--- config.mk ---
export PLATFORM = sky130hd
export DESIGN_NAME = tecmo_adpcm_player_flat
export DESIGN_NICKNAME = d
export VERILOG_FILES = /design/src/rtl/tecmo_adpcm_player_if.sv /design/src/rtl/tecmo_adpcm_player.sv /design/src/flat_wrapper.sv
export SDC_FILE = /design/constraint.sdc
export NUM_CORES = 1
export LEC_CHECK = 0
export CAP_MARGIN = 20
export CORE_AREA = 2 2 68 102
export CTS_CLUSTER_SIZE = 25
export DETAILED_ROUTE_END_ITERATION = 16
export DIE_AREA = 0 0 70 104
export GPL_TIMING_DRIVEN = 0
export MAX_ROUTING_LAYER = met4
export PLACE_DENSITY = 0.81
export SKIP_LAST_GASP = 1
export SLEW_MARGIN = 25
export SYNTH_ARGS = -nofsm -noshare
export SYNTH_HDL_FRONTEND = slang
export SYNTH_SLANG_ARGS = --single-unit
--- constraint.sdc ---
create_clock -name clk -period 3.7 [get_ports clk]
set_clock_uncertainty 0.2 [all_clocks]
set_input_delay 0.37 -clock clk [delete_from_list [all_inputs] [get_ports clk]]
set_output_delay 0.37 -clock clk [all_outputs]
set_load 0.02 [all_outputs]
--- src/rtl/tecmo_adpcm_player_if.sv ---
// ROM fetch handshake between the ADPCM sample player and the sample ROM.
// The player holds rom_cs with a stable rom_addr until the ROM answers with
// rom_ok and a valid rom_data byte in the same cycle.
interface tecmo_adpcm_player_if #(
  parameter int AW = 16
);

  logic [AW-1:0] rom_addr;
  logic          rom_cs;
  logic [7:0]    rom_data;
  logic          rom_ok;

  // Player side: issues requests, receives data.
  modport master (
    output rom_addr,
    output rom_cs,
    input  rom_data,
    input  rom_ok
  );

  // ROM side: answers requests.
  modport slave (
    input  rom_addr,
    input  rom_cs,
    output rom_data,
    output rom_ok
  );

endinterface

--- src/rtl/tecmo_adpcm_player.sv ---
// ADPCM sample feeder for an MSM5205-compatible decoder.
// Walks a ROM region between CPU-programmed start and end pages, fetching one
// byte per two samples and presenting nibbles high-first on every vclk. The
// decoder is held in reset whenever no sample is playing.
module tecmo_adpcm_player #(
  parameter int AW = 16
) (
  input  logic                  clk,
  input  logic                  rst,
  input  logic                  cpu_we,
  input  logic [1:0]            cpu_addr,
  input  logic [7:0]            cpu_din,
  input  logic                  vclk,
  tecmo_adpcm_player_if.master  rom,
  output logic [3:0]            adpcm_data,
  output logic                  adpcm_rst,
  output logic                  busy,
  output logic                  underrun
);

  // CPU register map.
  localparam logic [1:0] REG_START = 2'd0;
  localparam logic [1:0] REG_END   = 2'd1;
  localparam logic [1:0] REG_PLAY  = 2'd2;
  localparam logic [1:0] REG_STOP  = 2'd3;

  // IDLE: silent. FIRST: waiting for the first byte. RUN: nibbles flowing.
  typedef enum logic [1:0] {
    ST_IDLE,
    ST_FIRST,
    ST_RUN
  } state_t;

  // Registered state.
  state_t        r_state;
  logic [7:0]    r_start_page;
  logic [7:0]    r_end_page;
  logic [AW-1:0] r_addr;        // address of the byte being (pre)fetched
  logic [AW-1:0] r_end_excl;    // first address past the sample
  logic          r_cs;
  logic [3:0]    r_cur_lo;      // low nibble of the byte now playing
  logic [7:0]    r_next_byte;   // prefetched byte
  logic          r_next_vld;
  logic          r_lo_phase;    // 1 = low nibble is on adpcm_data
  logic [3:0]    r_data;
  logic          r_underrun;

  // Next-state values.
  state_t        w_state_nxt;
  logic [7:0]    w_start_page_nxt;
  logic [7:0]    w_end_page_nxt;
  logic [AW-1:0] w_addr_nxt;
  logic [AW-1:0] w_end_excl_nxt;
  logic          w_cs_nxt;
  logic [3:0]    w_cur_lo_nxt;
  logic [7:0]    w_next_byte_nxt;
  logic          w_next_vld_nxt;
  logic          w_lo_phase_nxt;
  logic [3:0]    w_data_nxt;
  logic          w_underrun_nxt;

  // Decoded strobes and address arithmetic.
  logic          w_play;
  logic          w_stop;
  logic          w_ack;
  logic [AW-1:0] w_start;
  logic [AW-1:0] w_end_excl;
  logic [AW-1:0] w_addr_inc;
  logic          w_inc_at_end;
  logic [7:0]    w_byte;

  assign w_play = cpu_we && (cpu_addr == REG_PLAY);
  assign w_stop = cpu_we && (cpu_addr == REG_STOP);

  // An acknowledge only counts while our own request is outstanding.
  assign w_ack  = rom.rom_ok && r_cs;

  // Page numbers become 256-byte aligned addresses; the end page is played in
  // full, so the exclusive limit is one page past it, wrapping mod 2^AW.
  assign w_start      = AW'({r_start_page, 8'h00});
  assign w_end_excl   = AW'({r_end_page, 8'h00}) + AW'(256);
  assign w_addr_inc   = r_addr + AW'(1);
  assign w_inc_at_end = (w_addr_inc == r_end_excl);

  // A byte landing in the same cycle as the lo->hi strobe is used directly.
  assign w_byte = r_next_vld ? r_next_byte : rom.rom_data;

  // Next-state, fetch and nibble sequencing.
  always_comb begin
    // NOTE: every signal gets its hold value first so no path leaves it
    // unassigned; otherwise synthesis infers a latch.
    w_state_nxt      = r_state;
    w_start_page_nxt = r_start_page;
    w_end_page_nxt   = r_end_page;
    w_addr_nxt       = r_addr;
    w_end_excl_nxt   = r_end_excl;
    w_cs_nxt         = r_cs;
    w_cur_lo_nxt     = r_cur_lo;
    w_next_byte_nxt  = r_next_byte;
    w_next_vld_nxt   = r_next_vld;
    w_lo_phase_nxt   = r_lo_phase;
    w_data_nxt       = r_data;
    w_underrun_nxt   = r_underrun;

    // Page registers only take effect at the next play.
    if (cpu_we && (cpu_addr == REG_START)) w_start_page_nxt = cpu_din;
    if (cpu_we && (cpu_addr == REG_END))   w_end_page_nxt   = cpu_din;

    if (w_play) begin
      // Restart from any state. An in-flight request is abandoned by dropping
      // rom_cs for one cycle; FIRST re-raises it.
      w_state_nxt    = ST_FIRST;
      w_addr_nxt     = w_start;
      w_end_excl_nxt = w_end_excl;
      w_cs_nxt       = !r_cs;
      w_next_vld_nxt = 1'b0;
      w_lo_phase_nxt = 1'b0;
      w_data_nxt     = 4'h0;
      w_underrun_nxt = 1'b0;
    end else if (w_stop) begin
      // Silence at once; underrun stays visible until the next play.
      w_state_nxt    = ST_IDLE;
      w_cs_nxt       = 1'b0;
      w_next_vld_nxt = 1'b0;
      w_lo_phase_nxt = 1'b0;
      w_data_nxt     = 4'h0;
    end else begin
      unique case (r_state)
        ST_IDLE: begin
          // vclk is ignored while silent.
        end

        ST_FIRST: begin
          if (!r_cs) begin
            // Second cycle of a retrigger: issue the request for the start byte.
            w_cs_nxt = 1'b1;
          end else if (w_ack) begin
            // First byte: play its high nibble and start the prefetch.
            w_state_nxt    = ST_RUN;
            w_data_nxt     = rom.rom_data[7:4];
            w_cur_lo_nxt   = rom.rom_data[3:0];
            w_lo_phase_nxt = 1'b0;
            w_addr_nxt     = w_addr_inc;
            w_cs_nxt       = !w_inc_at_end;
          end
        end

        ST_RUN: begin
          // Park a completed prefetch; consumption below may override this.
          if (w_ack) begin
            w_next_byte_nxt = rom.rom_data;
            w_next_vld_nxt  = 1'b1;
            w_cs_nxt        = 1'b0;
          end

          if (vclk) begin
            if (!r_lo_phase) begin
              w_data_nxt     = r_cur_lo;
              w_lo_phase_nxt = 1'b1;
            end else if (r_addr == r_end_excl) begin
              // Whole sample played and nothing was prefetched: go silent.
              w_state_nxt    = ST_IDLE;
              w_cs_nxt       = 1'b0;
              w_lo_phase_nxt = 1'b0;
              w_data_nxt     = 4'h0;
            end else if (r_next_vld || w_ack) begin
              w_data_nxt      = w_byte[7:4];
              w_cur_lo_nxt    = w_byte[3:0];
              w_next_vld_nxt  = 1'b0;
              w_lo_phase_nxt  = 1'b0;
              w_addr_nxt      = w_addr_inc;
              w_cs_nxt        = !w_inc_at_end;
            end else begin
              // Byte late: hold the current nibble, stay in lo phase so the
              // byte is consumed at the next strobe without skipping.
              w_underrun_nxt = 1'b1;
            end
          end
        end

        default: begin
          w_state_nxt = ST_IDLE;
          w_cs_nxt    = 1'b0;
        end
      endcase
    end
  end

  // State register with synchronous reset; reset overrides any CPU write.
  always_ff @(posedge clk) begin
    if (rst) begin
      // NOTE: sequential state uses non-blocking assignments so every register
      // samples the pre-edge values, independent of statement order.
      r_state      <= ST_IDLE;
      r_start_page <= 8'h00;
      r_end_page   <= 8'h00;
      r_addr       <= '0;
      r_end_excl   <= '0;
      r_cs         <= 1'b0;
      r_cur_lo     <= 4'h0;
      r_next_byte  <= 8'h00;
      r_next_vld   <= 1'b0;
      r_lo_phase   <= 1'b0;
      r_data       <= 4'h0;
      r_underrun   <= 1'b0;
    end else begin
      r_state      <= w_state_nxt;
      r_start_page <= w_start_page_nxt;
      r_end_page   <= w_end_page_nxt;
      r_addr       <= w_addr_nxt;
      r_end_excl   <= w_end_excl_nxt;
      r_cs         <= w_cs_nxt;
      r_cur_lo     <= w_cur_lo_nxt;
      r_next_byte  <= w_next_byte_nxt;
      r_next_vld   <= w_next_vld_nxt;
      r_lo_phase   <= w_lo_phase_nxt;
      r_data       <= w_data_nxt;
      r_underrun   <= w_underrun_nxt;
    end
  end

  // Outputs come straight from registers; decoder runs only in RUN.
  assign rom.rom_addr = r_addr;
  assign rom.rom_cs   = r_cs;
  assign adpcm_data   = r_data;
  assign adpcm_rst    = (r_state != ST_RUN);
  assign busy         = (r_state != ST_IDLE);
  assign underrun     = r_underrun;

endmodule

--- src/flat_wrapper.sv ---
// flat-port wrapper written by rule: the top's interface ports become plain ports
module tecmo_adpcm_player_flat 
#(
  parameter int AW = 16
)
  (clk, rst, cpu_we, cpu_addr, cpu_din, vclk, adpcm_data, adpcm_rst, busy, underrun, rom_rom_addr, rom_rom_cs, rom_rom_data, rom_rom_ok);
  tecmo_adpcm_player_if #(.AW(AW)) rom_i ();
  input  logic clk;
  input  logic rst;
  input  logic cpu_we;
  input  logic [1:0] cpu_addr;
  input  logic [7:0] cpu_din;
  input  logic vclk;
  output logic [3:0] adpcm_data;
  output logic adpcm_rst;
  output logic busy;
  output logic underrun;
  output wire logic [$bits(rom_i.rom_addr)-1:0] rom_rom_addr;
  output wire logic [$bits(rom_i.rom_cs)-1:0] rom_rom_cs;
  input wire logic [$bits(rom_i.rom_data)-1:0] rom_rom_data;
  input wire logic [$bits(rom_i.rom_ok)-1:0] rom_rom_ok;
  assign rom_rom_addr = rom_i.rom_addr;
  assign rom_rom_cs = rom_i.rom_cs;
  assign rom_i.rom_data = rom_rom_data;
  assign rom_i.rom_ok = rom_rom_ok;
  tecmo_adpcm_player #(.AW(AW)) u_core (.clk(clk), .rst(rst), .cpu_we(cpu_we), .cpu_addr(cpu_addr), .cpu_din(cpu_din), .vclk(vclk), .rom(rom_i), .adpcm_data(adpcm_data), .adpcm_rst(adpcm_rst), .busy(busy), .underrun(underrun));
endmodule
# [Word level (Yosys, flattened, before mapping)]
# Index checks and enable logic that the tools add are counted.
# Widths: inputs -> output; s select.
[word_totals] ff_bits=70 out_inout_bits=24 word_cells=128
[classes] n_addsub=2 n_eq_ne=29 mux=54 n_bitwise=5 reduce_logical=24
[ops] op="$mux 16" n=8
[ops] op="$mux 4" n=12
[ops] op="$eq 16x16->1" n=2
[ops] op="$pmux 16 s2" n=1
[ops] op="$mux 1" n=22
[ops] op="$reduce_and 6->1" n=3
[ops] op="$add 16x1->16 const B" n=1
[ops] op="$add 16x9->16 const B" n=1
[ops] op="$ne 4x1->1 const B" n=4
[ops] op="$pmux 4 s2" n=2
[ops] op="$reduce_and 8->1" n=2
[ops] op="$ne 3x1->1 const B" n=5
[ops] op="$ne 2x1->1 const B" n=6
[ops] op="$mux 2" n=5
[ops] op="$reduce_and 9->1" n=1
[ops] op="$mux 8" n=1
[ops] op="$reduce_and 4->1" n=2
[ops] op="$eq 2x2->1 const B" n=3
[ops] op="$ne 2x2->1 const B" n=3
[ops] op="$ne 3x2->1 const B" n=2
[ops] op="$pmux 2 s3" n=1
[ops] op="$logic_and 1x1->1" n=5
[ops] op="$not 1->1" n=5
[ops] op="$reduce_and 5->1" n=1
[ops] op="12 further kinds" n=16

# [Depth between registers and ports, before layout]
[logic_depth] depth_word=10 mapped_depth=11 mapped_depth_nobuf=9

# [Least setup slack after synthesis]
# Ideal clock, no wire load.
[synth_path] path_kind="reg-to-reg" start="register u_core.r_state[0]" end="register u_core.r_addr[9] (netlist: u_core.rom.rom_addr[9])" setup_time_ps=91 t_arrival_ps=2243 slack_ps=1167 stages_incl_launch_ff=11 n_path_buf=1 cell_sequence="dfxtp_1 > inv_1 > ha_1 > buf_2 > inv_1 > a2bb2oi_2 > nand2_1 > a2bb2oi_4 > a21o_4 > or3_1 > a311oi_1"
[synth_between] elab_chain_cells=4 word_cells_on_any_way=13
[synth_lines] element="start, declared" line_no="tecmo_adpcm_player.sv:35" source="state_t r_state;"
[synth_lines] element="start signal, assigned" line_no="tecmo_adpcm_player.sv:207" source="r_state <= w_state_nxt;"
[synth_lines] element="$eq 2x2->1 or $eq 2x1->1 (tied branches)" line_no="tecmo_adpcm_player.sv:128" source="unique case (r_state)"
[synth_lines] element="$pmux 16 s2" line_no="tecmo_adpcm_player.sv:128"
[synth_lines] element="$mux 16" line_no="tecmo_adpcm_player.sv:120" source="end else if (w_stop) begin"
[synth_lines] element="$mux 16" line_no="tecmo_adpcm_player.sv:109" source="if (w_play) begin"
[synth_lines] element="end signal, assigned" line_no="tecmo_adpcm_player.sv:210" source="r_addr <= w_addr_nxt;"
[synth_lines] element="end, declared" line_no="tecmo_adpcm_player.sv:38" source="logic [AW-1:0] r_addr;"
# Parallel ways exist; a longest one is shown, timed or not. The select of a mux whose other input is x is not followed.
# A chain may end at the register's enable or synchronous reset.

# [Final worst setup path]
[layout_path] start="register u_core.r_addr[2] (netlist: u_core.rom.rom_addr[2])" end="register u_core.r_addr[15] (netlist: u_core.rom.rom_addr[15])"
[layout_between] elab_chain_cells=8 word_cells_on_any_way=13
[layout_lines] element="$add 16x1->16" line_no="tecmo_adpcm_player.sv:82" source="assign w_addr_inc = r_addr + AW'(1);"
[layout_lines] element="$mux 16" line_no="tecmo_adpcm_player.sv:166" source="end else if (r_next_vld || w_ack) begin"
[layout_lines] element="$mux 16" line_no="tecmo_adpcm_player.sv:160" source="end else if (r_addr == r_end_excl) begin"
[layout_lines] element="$mux 16" line_no="tecmo_adpcm_player.sv:157" source="if (!r_lo_phase) begin"
[layout_lines] element="$mux 16" line_no="tecmo_adpcm_player.sv:156" source="if (vclk) begin"
[layout_lines] element="$pmux 16 s2" line_no="tecmo_adpcm_player.sv:128"
[layout_lines] element="$mux 16" line_no="tecmo_adpcm_player.sv:120"
[layout_lines] element="$mux 16" line_no="tecmo_adpcm_player.sv:109"
# Parallel ways exist; a longest one is shown, timed or not. The select of a mux whose other input is x is not followed.

==> summary.md <==
| Metric | Value |
|---|---|
| Adder-cell share of the synthesized area | `around 2.2%` |
| GRT Util Overall | `about a quarter` |
| Cts hold-fix bufs | `0` |
| FF+latch count, synth | `between 60 and 70` |
| Post-CTS resize count | `0` |
| Critical path fanouts, max | `10` |
| DR vias | `about 3200` |
| Num rows | `36` |
| Area contributors post-synth | `dfxtp_1, mux2i_1, nor2_1` |
| Synthesized area per cell | `~8.3 sq um` |
| Reg2Reg Setup Slack | `approximately 0.90 ns` |
| Post-Synth Simple-Gate Area | `23.1%` |
| IO buf count | `45` |
| Max-slew violations | `0` |
| Cell area after synthesis | `between 3000 and 4000 sq um` |
| Post-Syn Instances | `around 410` |
| Flop pwr share | `47.4%` |
| Main combinational cell family by area after synthesis | `simple AND/OR/NAND/NOR gates` |
| Final ANT Viol Nets | `0` |
| Most frequent cell after synthesis | `nor2_1` |
| R2r endpoint | `u_core.rom.rom_addr[15]` |
| Max-slew headroom | `around 61%` |
| Vias in the first global route | `~3000` |
| Placement Setup Slack | `around 0.86 ns` |
| Syn Nets | `442` |
| Fmax achieved | `~0.36 GHz` |
| DR iter-0 viols | `around 320` |
| Antenna violations before repair | `0` |
| Xor and xnor area share after synthesis | `roughly 7.4%` |
| Htree depth | `3` |
| GPL Wtd Cong | `0.943` |
| Hpwl dp | `about 6300 um` |
| Die Footprint | `approximately 7300 sq um` |
| Clk pwr share | `~40%` |
| Worst Path Arrival | `2.81 ns` |
| Hold Slack | `0.275 ns` |
| FF+latch area | `~1200 sq um` |
| Pwr/cell area | `about 360 nW/um^2` |
| Worst Hold Class | `reg2reg` |
| Lkg Pwr | `approximately 1.5 nW` |
| Final WS setup | `between 0.8 and 0.9 ns` |
| Synthesis warning total | `0` |
| P_sw | `0.388 mW` |
| Initial core utilization | `between 50% and 60%` |
| Via density | `roughly 5.8` |
| Core Footprint | `6400 sq um` |
| Setup violators final | `0` |
| Fill cells | `between 500 and 600` |
| Sw Ratio | `26.1%` |
| Pint | `1.10 mW` |
| Final hold violations | `0` |
| First-pass GRT wire length | `around 14000 um` |
| Dominant synthesized flop cell | `dfxtp_1` |
| Hold path startpoint | `u_core.r_end_excl[9]` |
| Maxcap violations | `0` |
| Top-area cell type share of the netlist area | `36.4%` |
| Setup Fix Bufs, Post-CTS | `0` |
| Top-Level Pins | `47` |
| Least-Margin Pin Slew | `slightly below 0.6 ns` |
| Yosys top cell by area | `dfxtp_1` |
| Unrepaired setup endpoints after global routing | `false` |
| Gr ovfl total | `0` |
| Layout cells sized above 1 | `between 7 and 8%` |
| Total CTS buffers | `9` |
| Req. time, crit path | `roughly 3.7 ns` |
| Root buf cell | `clkbuf_8` |
| R2r worst-path depth | `10` |
| Worst vdd ir | `~0.00027 V` |
| Unique cell type count in the Yosys netlist | `50` |
| Worst setup path category | `reg2reg` |
| Compound-Gate Fraction of Synth Area | `around 17%` |
| FFs w/ async S/R, synth | `0%` |
| Setup_tns | `0 ns` |
| Die width | `70 um` |
| Final #Nets | `498` |
| Pin count of the biggest net entering global routing | `11` |
| Diode count | `0` |
| Layout area overhead | `21.5%` |
| Multi-input logic area | `between 1500 and 2000 sq um` |
| # DRC | `0` |
| Period utilization | `between 70% and 80%` |
| Final wirelength | `between 8000 and 9000 um` |
| Post-synthesis mux area share | `between 7 and 8%` |
| Number of flops mapped to enable cells by yosys | `0` |
| Clock buffer depth | `2` |
| WL per Instance | `approximately 15 um` |
| Most common library cells after synthesis | `nor2_1, dfxtp_1, nand2_1` |
| Die height | `roughly 100 um` |
| Worst setup SP type | `flop` |
| Register area share after synthesis | `36.4%` |
| Clock Sinks | `62` |
| DRT Pass-1 Iters | `6` |
| Worst Hold End | `u_core.r_end_excl[9]` |
| CTS tree | `done` |
| Clk Latency, worst-skew pair | `0.35 ns` |
| CTS clk-pin slew, worst paths | `about 0.070 ns` |
| R2R Path Start | `u_core.rom.rom_addr[2]` |
| Crit end category | `flop` |
| Logic pwr share | `13.0%` |
| Minimum clock period | `between 2 and 3 ns` |
| Worst Hold Depth | `2` |
| Outcome | `complete, no violations` |
## placed cells by master (no fill, tap or decap), drive strengths merged, types with 7 or more instances in the layout
cell / Yosys / layout
a211oi: 12 / 12
a21oi: 14 / 14
a311oi: 7 / 7
buf: 13 / 13
clkbuf: 19 / 30
clkdlybuf4s50: 0 / 45
dfxtp: 62 / 62
inv: 17 / 17
mux2i: 26 / 26
nand2: 31 / 31
nand3: 20 / 20
nand4: 11 / 11
nor2: 65 / 65
nor3: 10 / 10
o21ai: 13 / 13
xnor2: 25 / 25
## kinds of logic (layout without fill, tap and decap cells)
group	after synthesis	after routing
AOI/OAI and AO/OA	74	74
xor gates and xnor gates	29	29
adders and majority gates	6	6
buffers and inverters	49	109
DFF	62	62
muxes	27	27
and+or+nand+nor	166	166
## layout make-up
class	count	share of cell area, %
repair buffers	45	10.9
plain buffers	32	3.71
well taps	76	2.29
inverters	17	1.54
flip-flops and latches	62	29.9
clock inverters	4	1.15
multi-input cells	302	47.1
clock buffers	11	3.41
## state kept, by name, indices dropped and copies added, names as in the netlist, 2 cells and up
signal / count
u_core.r_state: 2
u_core.r_end_excl: 8
u_core.r_start_page: 8
u_core.r_end_page: 8
u_core.r_next_byte: 8
u_core.r_cur_lo: 4
u_core.adpcm_data: 4
u_core.rom.rom_addr: 16
## per-layer routing
layer  wire [um]  vias to the layer above  global-route usage (%)
met4         270                        0                    11.8
met5           0                        -                       -
met2        4230                      109                    41.2
met3         446                       23                    4.46
met1        3430                     1489                    28.9
li1            -                     1569                       -
## power by group through the flow
stage	logic [mW]	clock network (mW)	registers, mW
final	0.193	0.588	0.704
after floorplan	0.115	0	0.722
after global routing	0.213	0.624	0.707
after CTS	0.192	0.594	0.704
after detailed placement	0.192	0	0.719
after global placement	0.189	0	0.718
## stage by stage
step                      instance area (sq um)  util [%]  cells  power [mW]
after floorplan                            3410         -    413       0.837
after global placement                     3960      61.9    534       0.907
after detailed placement                   3960      61.9    534       0.911
after CTS                                  4150      64.8    549        1.49
after global routing                       4150      64.8    549        1.54
final                                      4150      64.8    549        1.49
## critical path: stages, from the launching register on
cell,delay [ns]
dfxtp_1,0.32
buf_6,0.13
nor4_2,0.29
nand3_1,0.12
or4_1,0.58
buf_6,0.18
a2bb2oi_4,0.21
buf_4,0.20
o21ai_1,0.11
a21oi_1,0.24
a311oi_2,0.07
## worst max path at each step
stage	from	endpoint	depth (start not counted)	slack, ns
3_3_place_gp	rom_rom_ok	u_core.rom.rom_addr[9]	8	0.91
3_5_place_dp	rom_rom_ok	u_core.rom.rom_addr[15]	9	0.86
4_1_cts	u_core.rom.rom_addr[2]	u_core.rom.rom_addr[15]	10	0.88
6_report	u_core.rom.rom_addr[2]	u_core.rom.rom_addr[15]	10	0.90
5_1_grt	u_core.rom.rom_addr[8]	u_core.rom.rom_addr[15]	10	0.76
2_1_floorplan	u_core.r_state[0]	u_core.rom.rom_addr[9]	10	1.17
No activity file was read; power rests on OpenSTA's default activity.
